**src/rtl/i2c_txn_sequencer.sv**
```systemverilog
// i2c_txn_sequencer: turns one register-level command (register write, or
// pointer write followed by a repeated-start read burst) into the byte-by-byte
// ena/addr/rw/data_wr handshake of i2c_master, pacing on busy rising edges.
module i2c_txn_sequencer #(
  parameter int MAX_LEN = 6,
  parameter int LEN_W   = 4,
  parameter int TMO_CYC = 2000000
) (
  input  logic             clk_sys,
  input  logic             cpu_resetn,
  input  logic             cmd_start,
  output logic             cmd_ready,
  input  logic             cmd_rw,
  input  logic [6:0]       cmd_dev,
  input  logic [7:0]       cmd_reg,
  input  logic [7:0]       cmd_wdata,
  input  logic [LEN_W-1:0] cmd_len,
  output logic [7:0]       rd_data,
  output logic             rd_valid,
  output logic [LEN_W-1:0] rd_idx,
  output logic             done,
  output logic             err,
  output logic             i2c_ena,
  output logic [6:0]       i2c_addr,
  output logic             i2c_rw,
  output logic [7:0]       i2c_data_wr,
  input  logic             i2c_busy,
  input  logic [7:0]       i2c_data_rd,
  input  logic             i2c_ack_error
);

  // Byte counter needs one extra bit: a full burst is 1 + MAX_LEN bytes.
  localparam int CNT_W = LEN_W + 1;
  localparam int WD_W  = $clog2(TMO_CYC + 1);
  localparam logic [LEN_W-1:0] MAX_LEN_V = LEN_W'(MAX_LEN);
  localparam logic [WD_W-1:0]  TMO_V     = WD_W'(TMO_CYC);

  typedef enum logic [1:0] {S_IDLE, S_RUN, S_STOP, S_DONE} state_t;

  state_t           state_q, state_d;
  logic [6:0]       dev_q, dev_d;
  logic [7:0]       reg_q, reg_d;
  logic [7:0]       wdata_q, wdata_d;
  logic             rw_q, rw_d;
  logic [LEN_W-1:0] len_q, len_d;
  logic [CNT_W-1:0] total_q, total_d;
  logic [CNT_W-1:0] k_q, k_d;
  logic             busy_q, busy_d;
  logic [WD_W-1:0]  wdog_q, wdog_d;
  logic             err_q, err_d;
  logic             rd_valid_q, rd_valid_d;
  logic [LEN_W-1:0] rd_idx_q, rd_idx_d;
  logic [7:0]       rd_data_q, rd_data_d;

  logic             busy_rise, busy_fall, tmo, abort_run;
  logic [CNT_W-1:0] k_inc;
  logic [LEN_W-1:0] len_clamped;

  assign busy_rise   = i2c_busy & ~busy_q;
  assign busy_fall   = ~i2c_busy & busy_q;
  assign tmo         = (wdog_q >= TMO_V);
  assign abort_run   = (i2c_ack_error & i2c_busy) | tmo;
  assign k_inc       = k_q + 1'b1;
  assign len_clamped = (cmd_len > MAX_LEN_V) ? MAX_LEN_V : cmd_len;

  assign rd_valid = rd_valid_q;
  assign rd_idx   = rd_idx_q;
  assign rd_data  = rd_data_q;
  assign err      = err_q;

  // Next-state, byte pacing, read capture and bus-side outputs.
  always_comb begin
    state_d     = state_q;
    dev_d       = dev_q;
    reg_d       = reg_q;
    wdata_d     = wdata_q;
    rw_d        = rw_q;
    len_d       = len_q;
    total_d     = total_q;
    k_d         = k_q;
    busy_d      = i2c_busy;
    wdog_d      = wdog_q;
    err_d       = err_q;
    rd_valid_d  = 1'b0;
    rd_idx_d    = rd_idx_q;
    rd_data_d   = rd_data_q;
    cmd_ready   = 1'b0;
    done        = 1'b0;
    i2c_ena     = 1'b0;
    i2c_addr    = 7'd0;
    i2c_rw      = 1'b0;
    i2c_data_wr = 8'd0;

    // Watchdog runs in every non-idle state and saturates at the limit.
    if (state_q != S_IDLE && !tmo) begin
      wdog_d = wdog_q + 1'b1;
    end

    unique case (state_q)
      S_IDLE: begin
        cmd_ready = 1'b1;
        if (cmd_start) begin
          dev_d   = cmd_dev;
          reg_d   = cmd_reg;
          wdata_d = cmd_wdata;
          rw_d    = cmd_rw;
          len_d   = cmd_rw ? len_clamped : '0;
          total_d = cmd_rw ? (CNT_W'(len_clamped) + CNT_W'(1)) : CNT_W'(2);
          k_d     = '0;
          wdog_d  = '0;
          err_d   = 1'b0;
          state_d = S_RUN;
        end
      end
      S_RUN: begin
        i2c_ena     = 1'b1;
        i2c_addr    = dev_q;
        i2c_rw      = (k_q == '0) ? 1'b0 : rw_q;
        i2c_data_wr = (k_q == '0) ? reg_q : wdata_q;
        if (abort_run) begin
          err_d   = 1'b1;
          state_d = S_STOP;
        end else if (busy_rise) begin
          k_d = k_inc;
          // A new byte starting means the previous read byte is on data_rd.
          if (rw_q && k_q >= CNT_W'(2)) begin
            rd_valid_d = 1'b1;
            rd_idx_d   = LEN_W'(k_q - CNT_W'(2));
            rd_data_d  = i2c_data_rd;
          end
          if (k_inc == total_q) begin
            state_d = S_STOP;
          end
        end
      end
      S_STOP: begin
        if (tmo) begin
          err_d   = 1'b1;
          state_d = S_DONE;
        end else if (busy_fall) begin
          // Final read byte completes on the last busy fall.
          if (rw_q && len_q != '0 && !err_q) begin
            rd_valid_d = 1'b1;
            rd_idx_d   = len_q - LEN_W'(1);
            rd_data_d  = i2c_data_rd;
          end
        end else if (!i2c_busy && !busy_q) begin
          // One settled idle cycle so the last rd_valid precedes done.
          state_d = S_DONE;
        end
      end
      S_DONE: begin
        done    = 1'b1;
        state_d = S_IDLE;
      end
      default: state_d = S_IDLE;
    endcase
  end

  // State register with synchronous active-low reset.
  always_ff @(posedge clk_sys) begin
    if (!cpu_resetn) begin
      state_q    <= S_IDLE;
      dev_q      <= '0;
      reg_q      <= '0;
      wdata_q    <= '0;
      rw_q       <= 1'b0;
      len_q      <= '0;
      total_q    <= '0;
      k_q        <= '0;
      busy_q     <= 1'b0;
      wdog_q     <= '0;
      err_q      <= 1'b0;
      rd_valid_q <= 1'b0;
      rd_idx_q   <= '0;
      rd_data_q  <= '0;
    end else begin
      state_q    <= state_d;
      dev_q      <= dev_d;
      reg_q      <= reg_d;
      wdata_q    <= wdata_d;
      rw_q       <= rw_d;
      len_q      <= len_d;
      total_q    <= total_d;
      k_q        <= k_d;
      busy_q     <= busy_d;
      wdog_q     <= wdog_d;
      err_q      <= err_d;
      rd_valid_q <= rd_valid_d;
      rd_idx_q   <= rd_idx_d;
      rd_data_q  <= rd_data_d;
    end
  end

endmodule

```
**config.mk**
```make
export PLATFORM = sky130hd
export DESIGN_NAME = i2c_txn_sequencer
export DESIGN_NICKNAME = d
export VERILOG_FILES = /design/src/rtl/i2c_txn_sequencer.sv
export SDC_FILE = /design/constraint.sdc
export NUM_CORES = 1
export LEC_CHECK = 0
export BUFFER_PORTS_ARGS = -buffer_cell sky130_fd_sc_hd__buf_2
export CAP_MARGIN = 10
export CORE_ASPECT_RATIO = 1.4
export CORE_MARGIN = 3
export CORE_UTILIZATION = 44
export CTS_CLUSTER_SIZE = 24
export DETAILED_ROUTE_END_ITERATION = 6
export GPL_ROUTABILITY_DRIVEN = 0
export MAX_ROUTING_LAYER = met4
export PLACE_DENSITY = 0.66
export SLEW_MARGIN = 20
export SYNTH_ARGS = -nofsm -noshare
export SYNTH_HDL_FRONTEND = slang
export SYNTH_SLANG_ARGS = --single-unit
```
**constraint.sdc**
```tcl
create_clock -name clk_sys -period 2.82 [get_ports clk_sys]
set_clock_uncertainty 0.15 [all_clocks]
set_input_delay 0.423 -clock clk_sys [delete_from_list [all_inputs] [get_ports clk_sys]]
set_output_delay 0.423 -clock clk_sys [all_outputs]
set_load 0.01 [all_outputs]
```
# Yosys cells after proc, flatten, opt, wreduce, memory -nomap -nowiden
# Index checks and enable logic that the tools add are counted.
dict set report word_totals {
  reg_bits 76
  latchBits 0
  mem_bits_rw 0
  rom_bits 0
  input_bits 41
  output_inout_bits 33
  word_cells 117
  mem_count 0
}
dict set report classes {
  n_addsub 5
  multipliers 0
  div_mod_pow 0
  magnitude_cmp 3
  n_eq_ne 17
  n_shift 0
  n_mux 51
  bitwise 6
  n_reduce_logical 21
}
# op n
set ops {}
lappend ops {{$mux W8} 8}
lappend ops {{$mux W21} 3}
lappend ops {{$mux W4} 8}
lappend ops {{$add A21 B1 Y21 const B} 1}
lappend ops {{$ge A21 B21 Y1 const B} 1}
lappend ops {{$mux W5} 4}
lappend ops {{$ne A2 B2 Y1 const B} 9}
lappend ops {{$pmux W8 S2} 1}
lappend ops {{$mux W1} 14}
lappend ops {{$mux W2} 7}
lappend ops {{$ne A3 B3 Y1 const B} 4}
lappend ops {{$pmux W5 S2} 1}
lappend ops {{$pmux W2 S4} 1}
lappend ops {{$pmux W4 S2} 1}
lappend ops {{$reduce_and A4 Y1} 2}
lappend ops {{$mux W7} 1}
lappend ops {{$reduce_and A7 Y1} 1}
lappend ops {{$reduce_bool A2 Y1} 3}
lappend ops {{$add A4 B1 Y5 const B} 1}
lappend ops {{$add A5 B1 Y5 const B} 1}
lappend ops {{$eq A5 B5 Y1} 1}
lappend ops {{$ge A5 B2 Y1 const B} 1}
lappend ops {{$logic_and A1 B1 Y1} 5}
lappend ops {{$logic_not A5 Y1} 1}
lappend ops {{16 further kinds} 23}

# Logic depth before layout (Yosys ltp)
dict set report logic_depth {
  depth_word 7
  mapped_depth 9
  depth_no_buf 7
}

# Worst setup path before layout
# Ideal clock, no wire load.
dict set report synth_timing {
  path_kind {flip-flop to flip-flop}
  from {reg state_q[0]}
  to {reg wdog_q[7]}
  setup_time_ns 0.072
  arrival_time_ns 2.062
  t_required_ns 2.598
  path_slack_ns 0.537
  path_stages_with_launch 10
  path_buffers 2
  synth_period_minus_slack_ns 2.283
  cell_sequence {dfxtp_1 > inv_1 > ha_1 > clkbuf_1 > nand4b_1 > nor3_1 > a21oi_2 > clkbuf_1 > or3_1 > a21oi_1}
}
dict set report synth_via {
  elab_chain_len 5
  word_cells_on_any_way 6
  classes_between {mux: 3; reduce/logical: 3}
}
# element line_no
set synth_rtl {}
lappend synth_rtl {{start: declaration} 40} ;# state_t state_q, state_d;
lappend synth_rtl {{start signal: assignment} 178} ;# state_q <= state_d;
lappend synth_rtl {{$reduce_bool A2 Y1} 95} ;# if (state_q != S_IDLE && !tmo) begin
lappend synth_rtl {{$logic_and A1 B1 Y1} 95}
lappend synth_rtl {{$mux W21} 95}
lappend synth_rtl {{$mux W21} 102} ;# if (cmd_start) begin
lappend synth_rtl {{$mux W21 *} 99} ;# unique case (state_q)
lappend synth_rtl {{end signal: assignment} 187} ;# wdog_q <= wdog_d;
lappend synth_rtl {{end: declaration} 49} ;# logic [WD_W-1:0] wdog_q, wdog_d;
# Mark *: on every way between the ends. The rest lies on a longest branch, timed or not.
# A chain may end at the register's enable or synchronous reset.

# Final worst setup path
dict set report layout_timing {
  from {reg state_q[1]}
  to {out i2c_rw}
}
dict set report layout_via {
  elab_chain_len 2
}
# element line_no
set layout_rtl {}
lappend layout_rtl {{$eq A2 B1 Y1} 99}
lappend layout_rtl {{$mux W1} 99}
lappend layout_rtl {{end: declaration} 25} ;# output logic i2c_rw,
# No other way between the ends.

==> impl_metrics.py <==
metrics = {
    "pwr": {
        "p_leak_nw": 1.88,
        "ir_worst_vdd_mv": 0.442,
        "p_per_area_nw_per_um2": 754,
    },
    "yosys": {
        "yosysMostFrequentCell": "nand2_1",
        "synth_edf_count": 0,
        "ys_types": 51,
        "synth_seq_cells": 76,
        "yosys_most_used_dff": "dfxtp_1",
        "yosys-top-cells-count": "nand2_1, dfxtp_1, a21oi_1",
        "yosys.area.top_type": "dfxtp_1",
        "yosysSeqAreaShare": 0.395,
        "yosys_warnings": 0,
        "syn-mean-instance-area_um2": 7.85,
        "synth_top_area_frac": 0.395,
        "synthArstFlopShare": 0,
        "syn-num-nets": 545,
        "synth_area_leaders": "dfxtp_1, nand2_1, a21oi_1, ha_1, mux2i_1",
        "synth_area_um2": 3850,
        "netlist_instances": 490,
    },
    "run_status": {
        "status": "finished clean",
    },
    "finish": {
        "final_nets": 609,
        "antenna_cells": 0,
        "fin_area_um2": 4580,
        "area_growth_pct": 19.1,
        "drive_gt1_frac": 0.181,
    },
    "clock_tree": {
        "ctsHoldBuffers": 0,
        "cts.sink_count": 76,
        "cts-htree-levels": 3,
        "cts_resized": 0,
        "cts_tree": "yes",
        "clockRootBuffer": "clkbuf_16",
        "clk_pin_slew_ns": 0.06,
        "clock_path_buffers": 2,
        "cts_setup_buffers": 0,
        "cts_made_buffers": 9,
        "clk_latency_ns": 0.33,
    },
    "setup_path": {
        "cpPeakStageDelay_ns": 0.38,
        "cp_num_buf_inv": 3,
        "crit_type": "reg2out",
        "arrival_ns": 1.97,
        "crit_path_frequent_cell": "inv_1",
        "crit_path_top_delay_cell": "ha_1",
        "cp_cell_sequence": "inv_1 > ha_1 > inv_1 > nor3_1 > buf_2",
        "crit_path_start_kind": "flop",
        "cp-startpoint": "state_q[1]",
        "r2r_start": "wdog_q[7]",
        "cp_max_fo": 12,
        "cp-end-kind": "output port",
        "crit_required_ns": 2.25,
        "cp_top_family": "buffers and inverters",
    },
    "global_route": {
        "met2_usage": 0.361,
        "gr-usage-met1": 0.234,
        "antenna_found_initial": 0,
        "grt_pass1_wl_um": 16400,
        "first_global_vias": 3621,
        "grt_max_degree": 34,
        "use_met3": 0.0402,
        "top_usage_layer": "met2",
        "grt_remaining_overflow": 0,
        "track_usage": 0.207,
    },
    "placement": {
        "port_buffers": 73,
        "hpwl_um": 7040,
        "place_area_um2": 4280,
    },
    "timing": {
        "hold_slack_ns": 0.176,
        "worstMarginPinSlew_ns": 0.821,
        "fin_crit_ns": 2.54,
        "fmax_mhz": 393,
        "slew_headroom": 0.445,
        "slew_viol_final": 0,
        "rsz0062_at_grt": "no",
        "setup_viol": 0,
        "setup-tns-final_ns": 0,
        "final-hold-violation-count": 0,
        "fin_crit_sh": 0.902,
    },
    "drt": {
        "wl_per_cell_um": 14.7,
        "ant_nets": 0,
        "drc_errors": 0,
        "drt-total-wl_um": 9720,
        "vias_per_cell": 5.45,
        "firstDrtPassIters": 4,
        "initialDrtViolationCount": 175,
        "vias": 3602,
    },
    "die": {
        "io-pin-count": 74,
        "coreArea_um2": 8340,
        "die_w_um": 85.0,
        "die_h_um": 117,
        "initial_utilization": 0.461,
        "die-area_um2": 9920,
        "placementRows": 39,
    },
    "worst_hold_path": {
        "hp-class": "in2reg",
        "worstHoldStart": "cmd_reg[1]",
    },
    "run": {
        "drv_cap": 0,
    },
}
## power by group
part           internal, mW  leakage (nW)  switching, mW
logic                 0.360          1.12          0.621
clock network         0.707         0.144          0.445
registers              1.22         0.618          0.101
total                  2.29          1.88           1.17
## registers in the layout, indices dropped and copies added, names as in the netlist
register	count
wdog_q	21
dev_q	7
rw_q	1
rd_idx	4
k_q	5
rd_data	8
state_q	2
rd_valid	1
total_q	5
wdata_q	8
reg_q	8
busy_q	1
err	1
len_q	4
## cell families (layout without fill, tap and decap cells)
kind of cell | after synthesis | count (layout) | share of synthesized area
simple gates | 214 | 214 | 0.261
mux | 15 | 15 | 0.0390
flops | 76 | 76 | 0.395
buf+inv | 45 | 114 | 0.0468
xor+xnor | 9 | 9 | 0.0205
compound gates | 117 | 117 | 0.192
fa+ha+maj | 14 | 14 | 0.0455
## per-stage QoR
stage | total power [mW] | utilization | instances | setup WS (ns)
after CTS | 3.48 | 0.549 | 661 | 0.281
after detailed placement | 2.32 | 0.513 | 645 | 0.378
after global placement | 2.30 | 0.513 | 645 | 0.425
after floorplan | 2.02 | - | 490 | 0.537
after global routing | 3.66 | 0.549 | 661 | 0.116
final | 3.45 | 0.549 | 661 | 0.275
## cells in the final DEF, fill, tap and decap left out, types with 4 or more instances in the layout
cell type  Yosys  final
nor2_1        23     23
nor3_1         6      6
o211ai_1       5      5
and2_1        11     11
clkbuf_16      0      9
and3_1         8      8
o31ai_1        9      9
xor2_1         4      4
or4_1         11     11
a21oi_1       57     57
inv_1         18     18
ha_1          14     14
xnor2_1        5      5
mux2i_1       15     15
o21ai_0       15     15
nand3_1       12     12
dfxtp_1       76     76
nand2_1      113    113
o311ai_0       6      6
buf_2          3     73
buf_4          0      7
or3_1         10     10
## worst reg2reg max path, stage by stage, from the launching register on
cell	delay, ns
dfxtp_1	0.33
or4_1	0.55
o211a_1	0.24
o31a_1	0.43
a311o_1	0.37
a2111oi_2	0.34
## routing by layer
layer,share of wire,vias to the layer above
met5,0,-
met4,0.021,0
met3,0.035,20
met2,0.51,79
met1,0.43,1664
li1,-,1839
## cell type report
cell class / count / area, µm²
Tap cell: 102 / 128
Sequential cell: 76 / 1520
Clock buffer: 10 / 239
Timing Repair Buffer: 80 / 418
Multi-Input combinational cell: 369 / 2150
Fill cell: 807 / 3760
Inverter: 18 / 67.6
Clock inverter: 6 / 63.8
## final timing paths
check	to	slack, ns	cells after the start
worst max-delay path	i2c_rw	0.28	5
worst min-delay path	reg_q[1]	0.18	3
worst max register to register	state_q[0]	0.31	5
worst min register to register	wdog_q[20]	0.30	2
Power figures use the tool's default switching activity.
